--- config.mk ---
export PLATFORM = sky130hd
export DESIGN_NAME = mesh_port_arbiter
export DESIGN_NICKNAME = d
export VERILOG_FILES = /design/src/rtl/mesh_port_arbiter.sv
export SDC_FILE = /design/constraint.sdc
export NUM_CORES = 1
export LEC_CHECK = 0
export ABC_AREA = 1
export CAP_MARGIN = 15
export CORE_UTILIZATION = 39
export DETAILED_ROUTE_END_ITERATION = 16
export PLACE_DENSITY_LB_ADDON = 0.25
export SLEW_MARGIN = 20
export SYNTH_ARGS = -nofsm -noshare
export SYNTH_HDL_FRONTEND = slang
export SYNTH_SLANG_ARGS = --single-unit
--- constraint.sdc ---
create_clock -name clk -period 2.1 [get_ports clk]
set_input_delay 0.42 -clock clk [delete_from_list [all_inputs] [get_ports clk]]
set_output_delay 0.42 -clock clk [all_outputs]
set_load 0.01 [all_outputs]
--- src/rtl/mesh_port_arbiter.sv ---
// Round-robin arbiter sharing one mesh output port among N_IN input FIFOs.
// One packet is held at a time; each grant costs a one-cycle POP phase.
module mesh_port_arbiter #(
    parameter int N_IN    = 4,
    parameter int pckg_sz = 40,
    parameter int CNT_W   = 16
) (
    input  logic                      clk,
    input  logic                      reset,
    input  logic [N_IN-1:0]           pndng_in,
    input  logic [N_IN*pckg_sz-1:0]   data_in,
    output logic [N_IN-1:0]           pop,
    input  logic [N_IN-1:0]           req_mask,
    output logic [pckg_sz-1:0]        data_out,
    output logic                      pndng,
    input  logic                      popin,
    output logic [$clog2(N_IN)-1:0]   grant_id,
    output logic [CNT_W-1:0]          fwd_cnt
);

    localparam int IDX_W = $clog2(N_IN);

    typedef enum logic [1:0] {
        ST_IDLE = 2'd0,
        ST_POP  = 2'd1,
        ST_HOLD = 2'd2
    } state_t;

    state_t               state_r;
    state_t               state_next_s;
    logic [IDX_W-1:0]     sel_r;
    logic [IDX_W-1:0]     sel_next_s;
    logic [IDX_W-1:0]     rr_ptr_r;
    logic [IDX_W-1:0]     rr_ptr_next_s;
    logic [N_IN-1:0]      eff_req_s;
    logic [IDX_W:0]       pick_s;
    logic                 win_found_s;
    logic [IDX_W-1:0]     win_idx_s;
    logic [N_IN-1:0]      pop_next_s;
    logic                 pndng_next_s;
    logic [pckg_sz-1:0]   data_next_s;
    logic [IDX_W-1:0]     grant_next_s;
    logic [CNT_W-1:0]     fwd_cnt_next_s;

    // Returns {found, index}: first requester after ptr, wrapping modulo N_IN.
    // The loop runs from the farthest candidate inward so the nearest one wins.
    function automatic logic [IDX_W:0] rr_pick(input logic [N_IN-1:0] req,
                                               input logic [IDX_W-1:0] ptr);
        logic [IDX_W:0] res;
        int             idx;
        res = {(IDX_W+1){1'b0}};
        for (int k = N_IN; k >= 1; k--) begin
            idx = (int'(ptr) + k) % N_IN;
            if (req[idx]) begin
                res = {1'b1, IDX_W'(idx)};
            end else begin
                res = res;
            end
        end
        return res;
    endfunction

    function automatic logic [N_IN-1:0] to_onehot(input logic [IDX_W-1:0] idx);
        return {{(N_IN-1){1'b0}}, 1'b1} << idx;
    endfunction

    assign eff_req_s   = pndng_in & ~req_mask;
    assign pick_s      = rr_pick(eff_req_s, rr_ptr_r);
    assign win_found_s = pick_s[IDX_W];
    assign win_idx_s   = pick_s[IDX_W-1:0];

    // Next-state and next-output decode; in HOLD rr_ptr_r already equals the held grant.
    always_comb begin
        state_next_s   = state_r;
        sel_next_s     = sel_r;
        rr_ptr_next_s  = rr_ptr_r;
        data_next_s    = data_out;
        grant_next_s   = grant_id;
        fwd_cnt_next_s = fwd_cnt;
        case (state_r)
            ST_IDLE: begin
                if (win_found_s) begin
                    sel_next_s   = win_idx_s;
                    state_next_s = ST_POP;
                end else begin
                    state_next_s = ST_IDLE;
                end
            end
            ST_POP: begin
                data_next_s   = data_in[sel_r*pckg_sz +: pckg_sz];
                grant_next_s  = sel_r;
                rr_ptr_next_s = sel_r;
                state_next_s  = ST_HOLD;
            end
            ST_HOLD: begin
                if (popin) begin
                    fwd_cnt_next_s = fwd_cnt + CNT_W'(1'b1);
                    if (win_found_s) begin
                        sel_next_s   = win_idx_s;
                        state_next_s = ST_POP;
                    end else begin
                        state_next_s = ST_IDLE;
                    end
                end else begin
                    state_next_s = ST_HOLD;
                end
            end
            default: begin
                state_next_s = ST_IDLE;
            end
        endcase
    end

    // Output decode of the next state so pop and pndng leave straight from flops.
    always_comb begin
        pop_next_s   = {N_IN{1'b0}};
        pndng_next_s = 1'b0;
        if (state_next_s == ST_POP) begin
            pop_next_s = to_onehot(sel_next_s);
        end else begin
            pop_next_s = {N_IN{1'b0}};
        end
        if (state_next_s == ST_HOLD) begin
            pndng_next_s = 1'b1;
        end else begin
            pndng_next_s = 1'b0;
        end
    end

    // State, pointer and registered outputs; reset also drops any held packet.
    always_ff @(posedge clk or negedge reset) begin
        if (!reset) begin
            state_r  <= ST_IDLE;
            sel_r    <= {IDX_W{1'b0}};
            rr_ptr_r <= IDX_W'(N_IN-1);
            pop      <= {N_IN{1'b0}};
            pndng    <= 1'b0;
            data_out <= {pckg_sz{1'b0}};
            grant_id <= {IDX_W{1'b0}};
            fwd_cnt  <= {CNT_W{1'b0}};
        end else begin
            state_r  <= state_next_s;
            sel_r    <= sel_next_s;
            rr_ptr_r <= rr_ptr_next_s;
            pop      <= pop_next_s;
            pndng    <= pndng_next_s;
            data_out <= data_next_s;
            grant_id <= grant_next_s;
            fwd_cnt  <= fwd_cnt_next_s;
        end
    end

endmodule
### Word-level counts from Yosys, hierarchy flattened

Cells that the tools add are included.

| operators by class | value |
|---|---|
| order comparisons | 4 |
| shift-type cells | 2 |
| multipliers | 1 |
| eq/ne operators | 4 |
| bitwise logic cells | 6 |
| reductions and logical operators | 6 |
| add/subtract/negate cells | 5 |
| muxes and demuxes | 24 |

Operators by type and width:

| kind | number |
|---|---|
| $shiftx A160 B9 Y40 | 1 |
| $add A16 B1 Y16 const B | 1 |
| $lt A3 B4 Y1 const B | 4 |
| $mux W3 | 4 |
| $mux W1 | 10 |
| $bmux W1 S2 | 4 |
| $reduce_or A2 Y1 | 4 |
| $mux W2 | 3 |
| $pmux W2 S3 | 1 |
| $mul A2 B3 Y5 const B | 1 |
| $add A2 B1 Y2 const B | 2 |
| $add A2 B2 Y2 const B | 2 |
| $and A1 B1 Y1 const A | 4 |
| $and A4 B4 Y4 | 1 |
| $eq A2 B1 Y1 const B | 2 |
| $eq A2 B2 Y1 const B | 2 |
| $mux W4 | 1 |
| $not A4 Y4 | 1 |
| $pmux W2 S2 | 1 |
| $shl A1 B2 Y4 const A | 1 |
| $logic_not A2 Y1 | 1 |
| $reduce_and A2 Y1 | 1 |

| word-level totals | value |
|---|---|
| output and inout port bits | 63 |
| flip-flop bits (word level) | 69 |

### Depth between registers and ports, before layout

Gate-level depths: netlist of the first run.

| logic depth | value |
|---|---|
| depth after elaboration | 15 |
| gate-level depth with buffers | 13 |

### Least setup slack after synthesis of the first run

OpenSTA, ideal clock, no wires.

| timing path | value |
|---|---|
| path kind | reg-to-reg |
| start | register rr_ptr_r[0] |
| end | register sel_r[1] |
| data required time | 1.963 ns |
| period minus slack after synthesis | 1.528 ns |
| arrival time | 1.391 ns |
| stages on the path, launching flop included | 11 |
| path slack | 0.572 ns |
| buffers on the path | 1 |
| library setup time | 0.137 ns |
| cell sequence | dfstp_2 > buf_2 > inv_2 > nand3_1 > nand2_1 > nor2_1 > inv_1 > o21ai_2 > inv_2 > nand3_1 > o21ai_0 |

| on the way | value |
|---|---|
| longest elaborated chain between the ends | 11 |

Ends and longest elaborated chain:

| element | RTL line | RTL |
|---|---|---|
| start, declared | 33 | `logic [IDX_W-1:0] rr_ptr_r;` |
| start signal, assigned | 135 | `rr_ptr_r <= IDX_W'(N_IN-1);` |
| start signal, assigned | 144 | `rr_ptr_r <= rr_ptr_next_s;` |
| $add A2 B1 Y2 | 53 | `idx = (int'(ptr) + k) % N_IN;` |
| $bmux W1 S2 | 54 | `if (req[idx]) begin` |
| $mux W1 (implied by the code) (2 in a row) | 54 |  |
| $mux W3 (3 in a row) | 54 |  |
| $mux W3 * | 54 |  |
| $mux W2 * | 82, 98 |  |
| $mux W2 | 96 | `if (popin) begin` |
| $pmux W2 S2 * | 80 | `case (state_r)` |
| via sel_next_s[1] | 32 | `logic [IDX_W-1:0] sel_next_s;` |
| end signal, assigned | 134 | `sel_r <= {IDX_W{1'b0}};` |
| end signal, assigned | 143 | `sel_r <= sel_next_s;` |
| end, declared | 31 | `logic [IDX_W-1:0] sel_r;` |

The timed path passes the listed nets; every way through them passes the cells marked *. The select of a mux whose other input is x is not followed.
A chain may end at the register's enable or synchronous reset.

### Worst setup path after layout of the first run

| timing path | value |
|---|---|
| start | register fwd_cnt[7] |
| end | output fwd_cnt[7] |

RTL lines:

| element | RTL line | RTL |
|---|---|---|
| start, declared | 18 | `output logic [CNT_W-1:0] fwd_cnt` |
| start signal, assigned | 140 | `fwd_cnt <= {CNT_W{1'b0}};` |
| start signal, assigned | 149 | `fwd_cnt <= fwd_cnt_next_s;` |

No word-level cell between the ends.

==> results of run 1 <==
registers in the layout (all words and copies together), names as in the netlist:
register  flops
sel_r         2
pop           4
grant_id      2
fwd_cnt      16
state_r       2
pndng         1
rr_ptr_r      2
data_out     40
cells in the final DEF, fill, tap and decap left out, drive strengths merged:
cell           Yosys  final
nor3               3      3
a31oi             40     40
dfrtp             67     67
nand4              3      3
ha                 1      1
nand3             19     19
o21ai             89     89
clkbuf            22     12
clkdlybuf4s50      0    232
a21oi              3      3
xor2              10     10
dfstp              2      2
clkinv             0      3
xnor2              6      6
buf               14     11
inv               30     30
nor2             215    215
nand2             45     45
clkinvlp           0      1
cell families (layout without fill, tap and decap cells):
kind of cell / Yosys count / in the layout
compound gates: 132 / 132
xor+xnor: 16 / 16
fa+ha+maj: 1 / 1
buf+inv: 66 / 289
flops: 69 / 69
simple gates: 285 / 285
area by class of cell:
| cell class | instances | share of cell area |
|---|---|---|
| clock inverter | 4 | 0.00340 |
| clock buffer | 12 | 0.0234 |
| tap | 133 | 0.0251 |
| inverter | 30 | 0.0170 |
| multi-input combinational | 434 | 0.307 |
| sequential | 69 | 0.261 |
| timing repair buffer | 243 | 0.363 |
per-stage QoR:
step / utilization / hold slack [ns] / std cells / area (um^2)
floorplan: - / 0.124 / 569 / 4020
global placement: 0.654 / 0.485 / 909 / 6450
detailed placement: 0.654 / 0.494 / 909 / 6450
CTS: 0.672 / 0.226 / 925 / 6630
global route: 0.672 / 0.265 / 925 / 6630
finish: 0.672 / 0.186 / 925 / 6630
per-layer routing:
layer	share of wire	GRT usage
met3	0.082	0.0638
met5	0	0
met2	0.50	0.438
met1	0.39	0.276
met4	0.025	0.0910
power by group through the flow:
| stage | registers, W | logic, W | clock network, W |
|---|---|---|---|
| after global routing | 0.00229 | 0.00506 | 0.00107 |
| after global placement | 0.00221 | 0.00445 | 0 |
| after detailed placement | 0.00224 | 0.00457 | 0 |
| final | 0.00221 | 0.00458 | 0.000986 |
| after CTS | 0.00222 | 0.00458 | 0.00101 |
| after floorplan | 0.00238 | 0.00246 | 0 |
final timing paths:
path | slack [ns] | startpoint | endpoint
max | 0.29 | fwd_cnt[7]$_DFFE_PN0P_ | fwd_cnt[7]
min | 0.19 | reset | fwd_cnt[4]$_DFFE_PN0P_
max reg2reg | 0.41 | rr_ptr_r[0]$_DFFE_PN1N_ | pop[3]$_DFF_PN0_
min reg2reg | 0.51 | state_r[0]$_DFF_PN0_ | state_r[1]$_DFF_PN0_
max in group asynchronous | 1.29 | reset | sel_r[0]$_DFF_PN0_
min in group clk | 0.51 | state_r[0]$_DFF_PN0_ | state_r[1]$_DFF_PN0_
==> impl_summary.md, run 1 <==
Yosys
The synthesized design spends more area on one cell type than any other, namely dfrtp_1. The cell area that synthesis handed to floorplanning was 4020 um^2. The synthesized netlist contains 25 unique library cells. The multiplexer share of the synthesized area is 0.

Of the post-synthesis cell area, the dominant cell type holds 0.417. The number of enable-type register cells in the synthesized netlist is 0. In the synthesized netlist the async set-or-reset flop fraction comes to 1.00. In the synthesized netlist, the cells that appear most often are nor2_1, o21ai_0, dfrtp_1. The number of instances in the synthesized netlist is 569. The flip-flop cell with the highest count after synthesis is dfrtp_1.

The main combinational cell family by area after synthesis is simple AND/OR/NAND/NOR gates. The synthesized-area fraction occupied by and/or/nand/nor cells is 0.289. The total of flip-flops plus latches after synthesis is 69. Of the total synthesized cell area, the portion taken by full adders, half adders and majority gates is 0.00311. Yosys attributes the largest share of cell area to dfrtp_1, nor2_1, o21ai_0. The parity-gate share of the synthesized area counting xor and xnor cells is 0.0349. The portion of the post-synthesis area used by sequential elements is 0.430. A synthesized cell averages 7.06 um^2.

The number of warning messages in the yosys log is 0. The number of nets in the synthesized netlist is 741. The post-synthesis compound-gate area fraction is 0.178. The most frequently used cell type in the post-synthesis netlist is nor2_1.

Power
Of the total power, registers draw 0.285. The power share of the combinational group is 0.589. The static power due to leakage is 2.80 nW. The share of total power dissipated in the clock network is 0.127. The internal power of the cells totals 0.00441 W.

The power dissipated by switching net loads is 0.00337 W. Of the total power, the share spent switching nets is 0.433. The areal power density over the cells is 1170 nW/um^2.

The worst ir drop on vdd is 0.814 mV. The overall power after layout is 0.00778 W.

Drt
After detailed routing, the average wire length per cell comes to 14.9 um. The detail route stage leaves a number of antenna-violating nets equal to 0. The first TritonRoute pass finished after 4 iterations. After detailed routing, the number of vias per cell comes to 5.00.

In the routed design, unresolved DRC markers number 0. In this run, the number of DRC markers left after iteration 0 of detailed routing was 124. The total vias in the final route is 4,624.

The routed design has 13,800 um of wire.

Floorplanning
The number of top-level pins is 234. The die span in y is 103 um. The die is 103 um wide. The starting utilization of the core area is 0.407. The number of placement rows is 36. The area enclosed by the die boundary is 10,700 um^2.

The region available for standard cell placement spans 9860 um^2.

Worst setup path
STA classifies the critical path startpoint as a flop. The logic depth of the worst setup path including buffers is 1. Of all nets on the critical path, the largest fanout is 6. On the critical path the largest part of the delay comes from buffers and inverters. The required time at the worst-slack endpoint is 1.68 ns. Together, buffers and inverters on the worst path number 1. On the critical path, the stage with the largest delay is an instance of clkdlybuf4s50_1.

Walking the worst path, the cells encountered are clkdlybuf4s50_1. On the worst path, the slowest cell contributes a delay of 0.59 ns. The type of the worst setup path is reg2out. The kind of end point of the critical path is a primary output. The critical path data arrival time is 1.39 ns. The depth of the worst register-to-register path is 9.

Clocking
Clock-pin slew was measured on the worst setup and hold paths at 0.07 ns. TritonCTS built the clock tree. The total of hold buffers inserted after clock tree synthesis is 0. The worst-case clock buffer depth is 2. CTS placed an instance of clkbuf_8 at the clock tree root.

The clock tree synthesis step divided the H-tree into 3 levels. Clock tree synthesis inserted a total of 9 buffers. The number of buffers added for setup after CTS is 0. The later-pin clock latency in the skew report is 0.34 ns. Once the clock tree was built, the resizer swapped 0 gates to a different size.

The clock drives 69 sinks.

Cells and area
The filler cells instantiated in the layout total 842. The area growth from synthesis to final layout is 65.0%. The number of diodes is 0. In the final layout, the share of cells above drive strength 1 is 0.0543. The area used by sequential logic in the layout is 1730 um^2.

The final layout contains 959 nets. The multi-input gate area in the final layout is 2040 um^2.

Timing
The max-slew violation count is 0. The normalized max-slew margin is 0.416. On the final layout, the worst clock skew is 0.00917 ns. Subtracting the final worst setup slack from the clock period gives 1.81 ns. The final critical-path share of the clock period is 0.862. For the final routed database, the setup TNS stands at 0 ns. Setup repair after global routing left no endpoint under its margin. The number of hold-slack violations in the final timing report was 0. Setup violations remaining at the end of the flow were counted as 0. Timing would allow up to 553 MHz. After layout, the worst setup slack is 0.291 ns. The transition time at the pin with the least slew margin is 0.876 ns.

Job
Across the run, the number of max-cap violations was 0.

Status
The flow ran to the end, and the final reports show no timing, DRC or antenna violations.

Min path
The worst hold path belongs to the class in2async.

Global routing
The pin count of the biggest net entering global routing is 70. Global routing finished with a remaining overflow of 0. The via count of the first global-routing pass is 4,141. The number of antenna violations at the first check in global routing came to 0. In the global route stage, overall resource usage came out at 0.243. The wire length of the first global-routing pass is 20,000 um.

Placed design
The number of buffers inserted by port buffering is 233. At the placement stage, the worst setup path has a slack of 0.0209 ns. The final HPWL from detailed placement is 10,200 um. Routability-driven placement finished with a final weighted congestion of 0.883.
(Power assumes the default switching activity.)
==> run 2: changes to the inputs <==
clock period = 1.9 ns   (was 2.1 ns; I/O delays follow)
==> run 2 against run 1 <==
Compared with the run above:
- clock skew is essentially flat
- clock power is 9% higher
- critical path depth unchanged
- worst hold slack improved by 0.31 ns
- first-iteration DRC count rose by 11%
- cell area rose by 0.85%
- combinational power increased by 10%
- die area stayed put
- clock-buffer cell count is 3 higher
- non-clock buffer count up 3
- utilization grew 0.57 points
- worst setup slack worse by 0.17 ns
- highest routed layer unchanged
==> impl_summary.md, run 2 (synthesized netlist as in run 1, its figures left out) <==
Timing
The number of hold-slack violations in the final timing report is 0 (unchanged). The maximum clock rate is 562 MHz. The max-slew violation count is 0 (unchanged). The transition time at the pin with the least slew margin is 0.609 ns (-0.267 ns).

The clock period minus final worst setup slack is 1.78 ns. The setup-violating endpoint count in the final report is 0 (unchanged). Setup repair after global routing left no endpoint under its margin.

The normalized max-slew margin was 0.594 (+0.178). The setup clock skew after layout is 0.00958 ns (+0.000409 ns). The final critical-path share of the clock period is 0.937.

Cells and area
The library cells used most frequently in the layout, excluding fill and tap cells, are clkdlybuf4s50_1, nor2_1, o21ai_0, dfrtp_1, nand2_1. The area growth from synthesis to final layout is 66.4%. The library cell used most frequently in the layout, excluding fill and tap cells, is clkdlybuf4s50_1. The count of non-filler cells in the finished layout is 928 (+0.32%). The area of all placed cells without fillers came to 6690 um^2 (+0.85%).

The flip-flop count of the largest register after layout came to 40 (unchanged). The register name with the most flops is data_out. The largest registers in the layout are data_out (40), fwd_cnt (16), pop (4). The fraction of final layout cells with drive strength greater than 1 is 0.0528 (-0.00146). The number of diodes was 0 (unchanged). The number of nets in the layout is 962 (+0.31%).

Placed design
The global placer's final weighted congestion is 0.870 (-1.5%). The cell area after placement is 6500 um^2 (+0.81%). The number of buffers inserted by port buffering came to 233 (unchanged). The final HPWL from detailed placement is 10,000 um (-1.9%). The total instance count after detailed placement is 911 (+0.22%).

Worst setup path
The reg-to-reg setup timing slack was 0.26 ns (-0.15 ns). The delay of the slowest cell on the worst path is 0.59 ns (about the same). The kind of end point of the critical path is a primary output. The slowest stage of the critical path belongs to the cell clkdlybuf4s50_1. The required time at the worst-slack endpoint came to 1.52 ns (-0.16 ns). STA classifies the critical path startpoint as a flop.

The signal on the critical path passes through clkdlybuf4s50_1. The cell class contributing the biggest share of worst-path delay is buffers and inverters. The maximum fanout along the worst path came to 6 (unchanged). The critical path data arrival time is 1.40 ns (about the same). The critical path in this run is classified as reg2out. The combined buffer and inverter count along the critical path came to 1 (unchanged).

Drt
The number of iterations in the first detailed-routing pass is 7 (+3). The detailed-route wire length per cell is 14.4 um (-3.1%). The total vias in the final route is 4,589 (-0.76%). The total wire length was 13,400 um (-2.8%).

The post-detailed-route DRC marker count is 0 (unchanged). The number of DRC markers after the initial detailed-route iteration is 138 (+11%). The detail-routed via count per cell came to 4.95 (-1.1%).

The antenna violation net count after detailed routing is 0 (unchanged).

Min path
The tightest min-delay check is of the in2async type.

Global routing
The pin count of the biggest net entering global routing is 85 (+21%). The aggregate global-route resource usage was 0.234 (-0.00898). The via count of the first global-routing pass is 4,078 (-1.5%). The wire length of the first global-routing pass is 19,300 um (-3.6%).

The global route total overflow is 0 (unchanged). The number of antenna violations at the first check in global routing is 0 (unchanged).

Clocking
The later-pin clock latency in the skew report came to 0.33 ns (about the same). The total number of H-tree levels is 3 (unchanged). The total number of clock tree sinks is 69 (unchanged).

TritonCTS built the clock tree. The total clock buffers created by CTS was 9 (unchanged). The worst-case clock buffer depth came to 2 (unchanged). The CTS root buffer is clkbuf_8. The number of buffers added for setup after CTS is 0 (unchanged).

The post-CTS clock slew at the launch and capture registers of the worst setup and hold paths is 0.07 ns (about the same).

Floorplanning
The number of placement rows came to 36 (unchanged). The number of top-level pins is 234 (unchanged). The die span in y is 103 um (unchanged).

The starting utilization of the core area came to 0.407 (unchanged). The area enclosed by the die boundary is 10,700 um^2 (unchanged). The die outline width is 103 um (unchanged). The core area is 9860 um^2 (unchanged).

Power
The worst ir drop on vdd is 0.892 mV (+9.6%). The areal power density over the cells came to 1280 nW/um^2 (+9.3%). The overall power after layout was 0.00858 W (+10%). The static power due to leakage is 2.82 nW (+0.73%).

Job
The number of max-cap violations is 0 (unchanged).

Status
The flow ran to the end, and the final reports show no timing, DRC or antenna violations.
## run 2: cell types whose count changed in the layout (fill, tap and decap cells not counted)
cell,delta
clkbuf_1,+3
buf_12,+3
buf_4,-1
dlygate4sd3_1,+1
clkinv_2,-2
clkinvlp_4,-1
## run 2: layout make-up
| cell class | count | area (um^2) |
|---|---|---|
| Clock buffer | 15 | 166 |
| Clock inverter | 1 | 5.00 |
| Fill cell | 830 | 3180 |
| Inverter | 30 | 113 |
| Multi-Input combinational cell | 434 | 2040 |
| Sequential cell | 69 | 1730 |
| Tap cell | 133 | 166 |
| Timing Repair Buffer | 246 | 2470 |
## run 2: path summary, 6_finish.rpt
check / from / end / cells after the start
worst max register to register: rr_ptr_r[0]$_DFFE_PN1N_ / sel_r[1]$_DFF_PN0_ / 9
worst max-delay path: fwd_cnt[7]$_DFFE_PN0P_ / fwd_cnt[7] / 1
max in group asynchronous: reset / data_out[28]$_DFFE_PN0N_ / 3
worst min register to register: state_r[0]$_DFF_PN0_ / state_r[1]$_DFF_PN0_ / 1
min in group clk: state_r[0]$_DFF_PN0_ / state_r[1]$_DFF_PN0_ / 1
worst min-delay path: reset / fwd_cnt[5]$_DFFE_PN0P_ / 2
## run 2: metal layers
layer,GRT usage,share of wire,up-vias,routed length [um]
met5,0,0,-,0
met4,0.0823,0.014,0,190
met3,0.0524,0.077,14,1030
met2,0.436,0.51,180,6840
met1,0.262,0.40,2101,5330
li1,-,-,2294,-
## run 2: power breakdown
part           switching (W)  internal (W)
clock               0.000525      0.000547
sequential          0.000378       0.00207
combinational        0.00274       0.00232
## run 2: repair_timing
item | 4_1_cts | 5_1_grt
hold buffers | 1 | 0
endpoints found under the hold margin | 20 | 0
gates resized for setup | 0 | 0
## run 2: through the flow
| step | TNS [ns] | setup WS, ns | util | hold slack [ns] |
|---|---|---|---|---|
| after floorplan | 0 | 0.372 | - | 0.0844 |
| after global placement | 0 | 0.0335 | 0.659 | 0.300 |
| after detailed placement | -0.00646 | -0.00646 | 0.659 | 0.301 |
| after CTS | 0 | 0.108 | 0.678 | 0.490 |
| after global routing | 0 | 0.0668 | 0.678 | 0.506 |
| final | 0 | 0.120 | 0.678 | 0.497 |
